**src/rtl/i2c_pkg.sv**
```systemverilog
// Shared definitions for the I2C target: FSM state encoding, R/W bit meaning, address width.
package i2c_pkg;

  localparam int ADDR_W = 7;
  localparam logic I2C_RW_READ = 1'b1;

  typedef enum logic [3:0] {
    IDLE      = 4'd0,
    ADDR      = 4'd1,
    ADDR_ACK  = 4'd2,
    SUB       = 4'd3,
    SUB_ACK   = 4'd4,
    WDATA     = 4'd5,
    WDATA_ACK = 4'd6,
    RDATA     = 4'd7,
    RDATA_ACK = 4'd8
  } state_t;

endpackage

```
**src/rtl/i2c_target_if.sv**
```systemverilog
// Bus-side and local-side signals of the I2C target, plus the FSM state for observation.
interface i2c_target_if;
  import i2c_pkg::*;

  logic       scl_in;
  logic       sda_in;
  logic       sda_oe;
  // Strobes are single-cycle, no backpressure: wr_addr/wr_data are valid only in the cycle
  // wr_stb=1; rd_data must be valid combinationally in the cycle rd_stb=1 for rd_addr.
  logic       wr_stb;
  logic [7:0] wr_addr;
  logic [7:0] wr_data;
  logic       rd_stb;
  logic [7:0] rd_addr;
  logic [7:0] rd_data;
  logic       busy;
  state_t     state;

  modport slave (
    input  scl_in, sda_in, rd_data,
    output sda_oe, wr_stb, wr_addr, wr_data, rd_stb, rd_addr, busy, state
  );

  modport master (
    output scl_in, sda_in, rd_data,
    input  sda_oe, wr_stb, wr_addr, wr_data, rd_stb, rd_addr, busy, state
  );

endinterface

```
**src/rtl/i2c_line_sync.sv**
```systemverilog
// Synchroniser for one open-drain line plus rise/fall detection on the synced samples.
module i2c_line_sync #(
  parameter int STAGES = 2
) (
  input  logic clk_50,
  input  logic rst_n,
  input  logic line_i,
  output logic level_o,
  output logic rise_o,
  output logic fall_o
);

  // Reset to 1 so an idle (pulled-up) bus produces no edge when reset releases.
  logic [STAGES-1:0] sync_q;
  logic              prev_q;

  always_ff @(posedge clk_50 or negedge rst_n) begin
    if (!rst_n) begin
      sync_q <= '1;
      prev_q <= 1'b1;
    end else begin
      sync_q <= {sync_q[STAGES-2:0], line_i};
      prev_q <= sync_q[STAGES-1];
    end
  end

  assign level_o = sync_q[STAGES-1];
  assign rise_o  = sync_q[STAGES-1] & ~prev_q;
  assign fall_o  = ~sync_q[STAGES-1] & prev_q;

endmodule

```
**src/rtl/i2c_target.sv**
```systemverilog
// I2C target: address match, sub-address pointer, byte writes out and byte reads in, auto-increment.
module i2c_target
  import i2c_pkg::*;
#(
  parameter logic [ADDR_W-1:0] ADDRESS     = 7'h1F,
  parameter int                SYNC_STAGES = 2
) (
  input logic          clk_50,
  input logic          rst_n,
  i2c_target_if.slave  bus
);

  logic scl_lvl, scl_rise, scl_fall;
  logic sda_lvl, sda_rise, sda_fall;

  i2c_line_sync #(.STAGES(SYNC_STAGES)) u_scl_sync (
    .clk_50(clk_50), .rst_n(rst_n), .line_i(bus.scl_in),
    .level_o(scl_lvl), .rise_o(scl_rise), .fall_o(scl_fall)
  );

  i2c_line_sync #(.STAGES(SYNC_STAGES)) u_sda_sync (
    .clk_50(clk_50), .rst_n(rst_n), .line_i(bus.sda_in),
    .level_o(sda_lvl), .rise_o(sda_rise), .fall_o(sda_fall)
  );

  // SCL must be high in both samples; an SDA edge coinciding with an SCL edge is not START/STOP.
  logic scl_steady_high, start_det, stop_det;
  assign scl_steady_high = scl_lvl & ~scl_rise;
  assign start_det       = sda_fall & scl_steady_high;
  assign stop_det        = sda_rise & scl_steady_high;

  state_t     state_q;
  logic [7:0] shift_q;
  logic [2:0] bit_cnt_q;
  logic       byte_done_q;
  logic [7:0] ptr_q;
  logic       rw_q;
  logic       master_ack_q;
  logic       sda_oe_q;
  logic       busy_q;
  logic       wr_stb_q;
  logic [7:0] wr_addr_q;
  logic [7:0] wr_data_q;
  logic       rd_stb_q;
  logic [7:0] rd_addr_q;

  always_ff @(posedge clk_50 or negedge rst_n) begin
    if (!rst_n) begin
      state_q      <= IDLE;
      shift_q      <= '0;
      bit_cnt_q    <= '0;
      byte_done_q  <= 1'b0;
      ptr_q        <= '0;
      rw_q         <= 1'b0;
      master_ack_q <= 1'b0;
      sda_oe_q     <= 1'b0;
      busy_q       <= 1'b0;
      wr_stb_q     <= 1'b0;
      wr_addr_q    <= '0;
      wr_data_q    <= '0;
      rd_stb_q     <= 1'b0;
      rd_addr_q    <= '0;
    end else begin
      wr_stb_q <= 1'b0;
      rd_stb_q <= 1'b0;
      if (start_det) begin
        state_q     <= ADDR;
        bit_cnt_q   <= '0;
        byte_done_q <= 1'b0;
        sda_oe_q    <= 1'b0;
      end else if (stop_det) begin
        state_q     <= IDLE;
        bit_cnt_q   <= '0;
        byte_done_q <= 1'b0;
        sda_oe_q    <= 1'b0;
        busy_q      <= 1'b0;
      end else if (rd_stb_q) begin
        // Read byte is sampled in the strobe cycle, while SCL is still low after the fall.
        shift_q   <= bus.rd_data;
        sda_oe_q  <= ~bus.rd_data[7];
        bit_cnt_q <= '0;
      end else if (scl_rise) begin
        if (state_q == ADDR || state_q == SUB || state_q == WDATA) begin
          shift_q     <= {shift_q[6:0], sda_lvl};
          bit_cnt_q   <= bit_cnt_q + 3'd1;
          byte_done_q <= (bit_cnt_q == 3'd7);
        end
        if (state_q == RDATA_ACK) master_ack_q <= ~sda_lvl;
      end else if (scl_fall) begin
        case (state_q)
          ADDR: if (byte_done_q) begin
            byte_done_q <= 1'b0;
            rw_q        <= shift_q[0];
            if (shift_q[7:1] == ADDRESS) begin
              sda_oe_q <= 1'b1;
              busy_q   <= 1'b1;
              state_q  <= ADDR_ACK;
            end else begin
              state_q <= IDLE;
            end
          end
          ADDR_ACK: begin
            sda_oe_q <= 1'b0;
            if (rw_q == I2C_RW_READ) begin
              rd_stb_q  <= 1'b1;
              rd_addr_q <= ptr_q;
              state_q   <= RDATA;
            end else begin
              state_q <= SUB;
            end
          end
          SUB: if (byte_done_q) begin
            byte_done_q <= 1'b0;
            ptr_q       <= shift_q;
            sda_oe_q    <= 1'b1;
            state_q     <= SUB_ACK;
          end
          SUB_ACK, WDATA_ACK: begin
            sda_oe_q <= 1'b0;
            state_q  <= WDATA;
          end
          WDATA: if (byte_done_q) begin
            byte_done_q <= 1'b0;
            wr_stb_q    <= 1'b1;
            wr_addr_q   <= ptr_q;
            wr_data_q   <= shift_q;
            ptr_q       <= ptr_q + 8'd1;
            sda_oe_q    <= 1'b1;
            state_q     <= WDATA_ACK;
          end
          RDATA: begin
            if (bit_cnt_q == 3'd7) begin
              sda_oe_q  <= 1'b0;
              bit_cnt_q <= '0;
              state_q   <= RDATA_ACK;
            end else begin
              shift_q   <= {shift_q[6:0], 1'b0};
              sda_oe_q  <= ~shift_q[6];
              bit_cnt_q <= bit_cnt_q + 3'd1;
            end
          end
          RDATA_ACK: begin
            ptr_q <= ptr_q + 8'd1;
            if (master_ack_q) begin
              rd_stb_q  <= 1'b1;
              rd_addr_q <= ptr_q + 8'd1;
              state_q   <= RDATA;
            end else begin
              sda_oe_q <= 1'b0;
              state_q  <= IDLE;
            end
          end
          default: state_q <= IDLE;
        endcase
      end
    end
  end

  assign bus.sda_oe  = sda_oe_q;
  assign bus.busy    = busy_q;
  assign bus.wr_stb  = wr_stb_q;
  assign bus.wr_addr = wr_addr_q;
  assign bus.wr_data = wr_data_q;
  assign bus.rd_stb  = rd_stb_q;
  assign bus.rd_addr = rd_addr_q;
  assign bus.state   = state_q;

endmodule

```
**src/flat_wrapper.sv**
```systemverilog
// flat-port wrapper written by rule: the top's interface ports become plain ports
module i2c_target_flat import i2c_pkg::*;
#(
  parameter logic [ADDR_W-1:0] ADDRESS     = 7'h1F,
  parameter int                SYNC_STAGES = 2
)
  (clk_50, rst_n, bus_scl_in, bus_sda_in, bus_rd_data, bus_sda_oe, bus_wr_stb, bus_wr_addr, bus_wr_data, bus_rd_stb, bus_rd_addr, bus_busy, bus_state);
  i2c_target_if bus_i ();
  input logic clk_50;
  input logic rst_n;
  input wire logic [$bits(bus_i.scl_in)-1:0] bus_scl_in;
  input wire logic [$bits(bus_i.sda_in)-1:0] bus_sda_in;
  input wire logic [$bits(bus_i.rd_data)-1:0] bus_rd_data;
  output wire logic [$bits(bus_i.sda_oe)-1:0] bus_sda_oe;
  output wire logic [$bits(bus_i.wr_stb)-1:0] bus_wr_stb;
  output wire logic [$bits(bus_i.wr_addr)-1:0] bus_wr_addr;
  output wire logic [$bits(bus_i.wr_data)-1:0] bus_wr_data;
  output wire logic [$bits(bus_i.rd_stb)-1:0] bus_rd_stb;
  output wire logic [$bits(bus_i.rd_addr)-1:0] bus_rd_addr;
  output wire logic [$bits(bus_i.busy)-1:0] bus_busy;
  output wire logic [$bits(bus_i.state)-1:0] bus_state;
  assign bus_i.scl_in = bus_scl_in;
  assign bus_i.sda_in = bus_sda_in;
  assign bus_i.rd_data = bus_rd_data;
  assign bus_sda_oe = bus_i.sda_oe;
  assign bus_wr_stb = bus_i.wr_stb;
  assign bus_wr_addr = bus_i.wr_addr;
  assign bus_wr_data = bus_i.wr_data;
  assign bus_rd_stb = bus_i.rd_stb;
  assign bus_rd_addr = bus_i.rd_addr;
  assign bus_busy = bus_i.busy;
  assign bus_state = bus_i.state;
  i2c_target #(.ADDRESS(ADDRESS), .SYNC_STAGES(SYNC_STAGES)) u_core (.clk_50(clk_50), .rst_n(rst_n), .bus(bus_i));
endmodule
```
**config.mk**
```make
export PLATFORM = sky130hd
export DESIGN_NAME = i2c_target_flat
export DESIGN_NICKNAME = d
export VERILOG_FILES = /design/src/rtl/i2c_pkg.sv /design/src/rtl/i2c_target_if.sv /design/src/rtl/i2c_line_sync.sv /design/src/rtl/i2c_target.sv /design/src/flat_wrapper.sv
export SDC_FILE = /design/constraint.sdc
export NUM_CORES = 1
export LEC_CHECK = 0
export CELL_PAD_IN_SITES_DETAIL_PLACEMENT = 1
export CELL_PAD_IN_SITES_GLOBAL_PLACEMENT = 2
export CORE_ASPECT_RATIO = 0.7
export CORE_MARGIN = 1.5
export CORE_UTILIZATION = 38
export CTS_CLUSTER_SIZE = 24
export DETAILED_ROUTE_END_ITERATION = 8
export GPL_TIMING_DRIVEN = 0
export PLACE_DENSITY = 0.84
export SYNTH_ARGS = -nofsm -noshare
export SYNTH_HDL_FRONTEND = slang
export SYNTH_SLANG_ARGS = --single-unit
```
**constraint.sdc**
```tcl
create_clock -name clk_50 -period 4.2 [get_ports clk_50]
set_input_delay 0.63 -clock clk_50 [delete_from_list [all_inputs] [get_ports clk_50]]
set_output_delay 0.63 -clock clk_50 [all_outputs]
set_load 0.03 [all_outputs]
```
Word level (Yosys, flattened, before mapping)
Index checks and enable logic that the tools add are counted.
W data, S select, Z words.
Cells by class
  $add $sub $neg: 2
  eq/ne operators: 31
  muxes and demuxes: 71
  bitwise gates (word level): 17
  reductions and logical operators: 32
Operator list (count)
  $mux W8: 10
  $mux W1: 36
  $mux W4: 9
  $reduce_and A7 Y1: 5
  $mux W3: 10
  $pmux W4 S7: 1
  $pmux W8 S3: 1
  $eq A4 B3 Y1 const B: 4
  $ne A4 B1 Y1 const B: 4
  $pmux W8 S2: 1
  $reduce_and A8 Y1: 2
  $reduce_bool A3 Y1: 4
  $reduce_bool A4 Y1: 3
  $ne A2 B1 Y1 const B: 5
  $ne A5 B1 Y1 const B: 2
  $not A1 Y1: 10
  $reduce_bool A2 Y1: 5
  $reduce_bool A5 Y1: 2
  $add A8 B1 Y8 const B: 1
  $eq A4 B2 Y1 const B: 2
  $ne A4 B4 Y1 const B: 2
  $reduce_bool A8 Y1: 1
  $and A1 B1 Y1: 7
  $eq A7 B5 Y1 const B: 1
  other kinds (20): 25
Word-level totals
  bits in registers: 60
  word-level logic and storage cells: 171

Depth between registers and ports, before layout
  depth after elaboration: 9
  depth in mapped cells: 9
  depth with buffers taken out: 7

Modules after synthesis
A second synthesis with hierarchy kept.
Unflattened totals
  cell total of the unflattened synthesis: 306
  area total of the unflattened synthesis: 3129.3 um2
By module, submodules not included
  i2c_target: times used 1, cells an instance 296, area each 2941.6 um2, seq. area each 1351.3 um2
  i2c_line_sync: times used 2, cells an instance 5, area each 93.8 um2, seq. area each 78.8 um2

Worst setup path before layout
Ideal clock, no wire load.
  kind: register -> register
  from: register u_core.u_scl_sync.prev_q
  to: register u_core.wr_addr_q[2] (netlist: u_core.bus.wr_addr[2])
  arrival: 2252 ps
  required time: 4075 ps
  slack: 1822 ps
  stages on the path, launching flop included: 10
  cell sequence: dfstp_2 > inv_1 > ha_1 > buf_2 > nor2b_1 > nand3_2 > or4_4 > buf_6 > buf_8 > mux2_4
On the way
  word-level cells in the longest chain between the ends: 7
  elaborated cells on any way between the ends: 10
  classes of those cells: 9 x bitwise; 1 x reduce/logical
Ends and longest elaborated chain
  start: declaration: RTL line i2c_line_sync.sv:15  | logic prev_q;
  start signal: assignment: RTL line i2c_line_sync.sv:23  | prev_q <= sync_q[STAGES-1];
  $not A1 Y1: RTL line i2c_line_sync.sv:28  | assign rise_o = sync_q[STAGES-1] & ~prev_q;
  $and A1 B1 Y1: RTL line i2c_line_sync.sv:28
  $not A1 Y1 (no line)
  $and A1 B1 Y1: RTL line i2c_target.sv:28  | assign scl_steady_high = scl_lvl & ~scl_rise;
  $and A1 B1 Y1, on equally long branches: RTL line i2c_target.sv:29, i2c_target.sv:30
  $not A1 Y1 (no line)
  $reduce_and A7 Y1 (no line) *
  end signal: assignment: RTL line i2c_target.sv:125  | wr_addr_q <= ptr_q;
  end: declaration: RTL line i2c_target.sv:42  | logic [7:0] wr_addr_q;
Mark *: on every way between the ends. The rest lies on a longest branch, timed or not.
A chain may end at the register's enable or synchronous reset.

Worst setup path after layout
  from: register u_core.u_scl_sync.prev_q
  to: register u_core.shift_q[2]
On the way
  word-level cells in the longest chain between the ends: 7
  elaborated cells on any way between the ends: 16
  classes of those cells: 2 x eq/ne; 2 x mux; 9 x bitwise; 3 x reduce/logical
Ends and longest elaborated chain
  $not A1 Y1: RTL line i2c_line_sync.sv:28
  $and A1 B1 Y1: RTL line i2c_line_sync.sv:28
  $not A1 Y1 (no line)
  $and A1 B1 Y1: RTL line i2c_target.sv:28
  $and A1 B1 Y1, on equally long branches: RTL line i2c_target.sv:29, i2c_target.sv:30
  $not A1 Y1 (no line)
  $reduce_and A6 Y1 (no line)
  end signal: assignment: RTL line i2c_target.sv:79  | shift_q <= bus.rd_data;
  end signal: assignment: RTL line i2c_target.sv:84  | shift_q <= {shift_q[6:0], sda_lvl};
  end signal: assignment: RTL line i2c_target.sv:137  | shift_q <= {shift_q[6:0], 1'b0};
  end: declaration: RTL line i2c_target.sv:33  | logic [7:0] shift_q;
Several ways; a longest one is shown, not always the timed one.

==> results by group <==
Status
  • Result of the run: completed

Timing
  • Unrepaired setup endpoints after global routing: no
  • Count of pins over their slew limit: 0
  • Worst hold margin: 357 ps
  • Final Hold Viols: 0
  • Max_slew headroom: 47.8%
  • Transition time at the pin with the least slew margin: 775 ps
  • Final critical-path required period: 2710 ps
  • Clock tree skew after final layout: 5.24 ps
  • Final period util: 64.4%
  • TNS Setup: 0 ps
  • Final setup violating endpoints: 0
  • Maximum clock frequency: 369 MHz
  • Final critical-path setup slack: 1490 ps

Final layout
  • Fraction of layout instances using a drive strength above 1: 18.0%
  • Fill cell instance count of the final layout: 946
  • Non-filler instance count after layout: 488
  • Layout area overhead: 26.0%
  • Antenna fix cells: 0
  • Number of nets in the finished design: 398
  • Post-route cell area: 4130 µm²

Clock tree
  • # clock sinks: 60
  • Maximum count of clock buffers along a single path: 2
  • Number of buffers created by CTS: 9
  • PostCTS Resize Cnt: 0
  • Worst skew pair latency: 330 ps
  • Hold buffers post-CTS: 0
  • Clock tree root buffer cell: sky130_fd_sc_hd__clkbuf_16
  • H-tree levels: 3
  • Clock edge transition at the registers on the reported setup and hold paths: 60 ps
  • Setup Fix Bufs, Post-CTS: 0
  • CTS tree: built

Min path
  • Hold Path Cell Cnt: 0
  • Path type of the worst min-delay path: reg -> reg

Floorplanning
  • Initial core utilization: 39.0%
  • Die ar.: 9200 µm²
  • Chip Width: 114 µm
  • Std-Cell Rows: 28
  • Floorplan Core Area: 8410 µm²
  • Y dimension of the die: 80.7 µm
  • I/O pins: 44

Yosys
  • Area leader, netlist: sky130_fd_sc_hd__dfrtp_1
  • Synth unique cells: 58
  • Syn Nets: 344
  • Syn Inst Count: 324
  • YS warnings: 0
  • Sequential-to-total area share from yosys stat: 46.1%
  • Top flip-flop cell by instance count after synthesis: sky130_fd_sc_hd__dfrtp_1
  • Synth async-reset ratio: 100%
  • EDFF count, synth: 0
  • Syn Std Cell Area: 3280 µm²
  • Share of the synthesized area in the top cell type: 41.3%
  • Top post-synthesis cells by area: sky130_fd_sc_hd__dfrtp_1 41%, sky130_fd_sc_hd__dfstp_2 4.8%, sky130_fd_sc_hd__mux2_4 4.1%
  • Register bit count reported by yosys: 60
  • Mean cell area of the mapped netlist: 10.1 µm²

Drt
  • Wire length per cell: 18.3 µm
  • Antenna viol nets, final: 0
  • DRT iter0 DRCs: 166
  • Via total after detailed routing: 2702
  • Number of search-and-repair iterations in the first detailed-routing pass: 5
  • Post-Route WL: 8.93 mm
  • Number of DRC violations after detailed routing: 0
  • Via/cell ratio: 5.54

Global route
  • Tot GR Track Use: 21.0%
  • Global-route wire length before repair: 14.6 mm
  • Number of antenna violations at the first check in global routing: 0
  • Largest net degree at the start of global routing: 61
  • Number of global-route vias before repair: 2697
  • Total grt overflow: 0

Setup path
  • Category of the critical setup timing path: reg -> reg
  • Critical Path AT: 2940 ps
  • Worst Setup End Kind: flop
  • Cells traversed along the worst timing path: inv_1 > ha_1 > buf_2 > nor4bb_1 > o211ai_1 > nor2_1 > a22oi_1 > o21ai_0
  • Largest incremental delay on the critical path: 570 ps
  • Critical path launch point type: flop
  • Worst reg-to-reg path cell count: 8
  • Max Fanout on Critical Path: 10
  • WP data required: 4440 ps
  • Cell with the biggest individual delay on the critical path: sky130_fd_sc_hd__dfstp_2

Place
  • Port bufs: 43
  • DP Worst Slack: 1580 ps
  • Weighted congestion at the end of routability-driven global placement: 0.891
  • Half-perimeter wire length after detailed placement: 6.49 mm
  • Placed standard-cell area: 3830 µm²
  • Placed cell count: 472

Pwr
  • Total power density per cell area: 363 nW/µm²
  • Leakage: 0.00177 µW
  • IR Drop Worst-Case VDD: 0.249 mV

Job
  • Max-cap violation count: 0
## report_power, final
group	internal [µW]	leakage, µW	switching, µW
sequential	607	0.000768	30.0
combinational	61.8	0.000863	77.7
clock	458	0.000139	265
## cell type report
cell class,instances,area [µm²],area share [%]
Buffer,20,126,3.06
Clock buffer,10,229,5.55
Clock inverter,6,63.8,1.55
Inverter,18,67.6,1.64
Multi-Input combinational cell,226,1570,38.1
Sequential cell,60,1510,36.6
Tap cell,105,131,3.18
Timing Repair Buffer,43,428,10.4
## final timing paths
kind,to,slack (ps),start
setup reg to reg,u_core.shift_q[2],1490,u_core.u_scl_sync.prev_q
max in group asynchronous,u_core.bus.busy,3310,rst_n
setup / recovery,u_core.shift_q[2],1490,u_core.u_scl_sync.prev_q
hold / removal,u_core.u_scl_sync.sync_q[1],360,u_core.u_scl_sync.sync_q[0]
hold reg to reg,u_core.u_scl_sync.sync_q[1],360,u_core.u_scl_sync.sync_q[0]
min in group asynchronous,u_core.bus.state[3],370,rst_n
## worst max-delay path, delay by kind of cell, from the launching register on
kind / cells / cell delay [ps]
AOI/OAI and AO/OA: 3 / 710
adders and majority gates: 1 / 180
and+or+nand+nor: 2 / 890
DFF: 1 / 570
buffers and inverters: 2 / 260
## cell usage after synthesis, types with 2 or more instances
cell type and instances:
sky130_fd_sc_hd__inv_1 18, sky130_fd_sc_hd__a2bb2oi_1 5, sky130_fd_sc_hd__xnor2_1 5, sky130_fd_sc_hd__clkbuf_1 8
sky130_fd_sc_hd__nor2b_1 6, sky130_fd_sc_hd__buf_6 4, sky130_fd_sc_hd__nand4_1 4, sky130_fd_sc_hd__a31oi_1 3
sky130_fd_sc_hd__or4_4 2, sky130_fd_sc_hd__o22ai_1 2, sky130_fd_sc_hd__nor3_1 6, sky130_fd_sc_hd__buf_2 5
sky130_fd_sc_hd__mux2_4 9, sky130_fd_sc_hd__o211ai_1 2, sky130_fd_sc_hd__xor2_1 4, sky130_fd_sc_hd__nand2_1 21
sky130_fd_sc_hd__nand3_1 7, sky130_fd_sc_hd__nor3b_1 2, sky130_fd_sc_hd__dfstp_2 6, sky130_fd_sc_hd__a31o_2 2
sky130_fd_sc_hd__o21ai_0 19, sky130_fd_sc_hd__mux2i_1 7, sky130_fd_sc_hd__mux2_2 12, sky130_fd_sc_hd__a22oi_1 16
sky130_fd_sc_hd__nor2_1 28, sky130_fd_sc_hd__or2_2 3, sky130_fd_sc_hd__dfrtp_1 54, sky130_fd_sc_hd__ha_1 8
sky130_fd_sc_hd__a21oi_1 22, sky130_fd_sc_hd__and2_1 3, sky130_fd_sc_hd__a21oi_2 4
## cell usage in the layout (no fill, tap or decap), types with 8 or more instances in the layout
master	n
sky130_fd_sc_hd__a21oi_1	22
sky130_fd_sc_hd__a22oi_1	16
sky130_fd_sc_hd__clkbuf_1	9
sky130_fd_sc_hd__clkbuf_16	9
sky130_fd_sc_hd__clkdlybuf4s50_1	42
sky130_fd_sc_hd__dfrtp_1	54
sky130_fd_sc_hd__ha_1	8
sky130_fd_sc_hd__inv_1	18
sky130_fd_sc_hd__mux2_2	12
sky130_fd_sc_hd__mux2_4	9
sky130_fd_sc_hd__nand2_1	21
sky130_fd_sc_hd__nor2_1	28
sky130_fd_sc_hd__o21ai_0	19
## layer usage
layer  GRT usage, %  share of wire, %  up-vias
met4           5.13              0.84        0
met3           5.28               5.9        9
met2           30.2                42       81
met5              0                 0        -
li1               -                 -     1270
met1           31.2                52     1342
## cells by family (layout without fill, tap and decap cells)
group                      count (synthesis)  after routing  share of synthesized area (%)
and+or+nand+nor                           93             93                           14.5
AOI/OAI and AO/OA                         88             88                           17.6
DFF                                       60             60                           46.1
buffers and inverters                     38             97                           5.92
muxes                                     28             28                           10.4
xor gates and xnor gates                   9              9                           2.41
adders and majority gates                  8              8                           3.06
## flip-flops by register name (all words and copies together) (netlist names), 3 cells and up
name / cells
u_core.ptr_q: 8
u_core.shift_q: 8
u_core.bus.rd_addr: 8
u_core.bus.wr_data: 8
u_core.bus.wr_addr: 8
u_core.bit_cnt_q: 3
u_core.bus.state: 4
## metrics by stage
| step | total power [µW] | util, % |
|---|---|---|
| after global placement | 775 | 45.6 |
| after global routing | 1560 | 49.1 |
| after floorplan | 722 | - |
| final | 1500 | 49.1 |
| after CTS | 1520 | 49.1 |
| after detailed placement | 789 | 45.6 |
No activity file was read; power rests on OpenSTA's default activity.
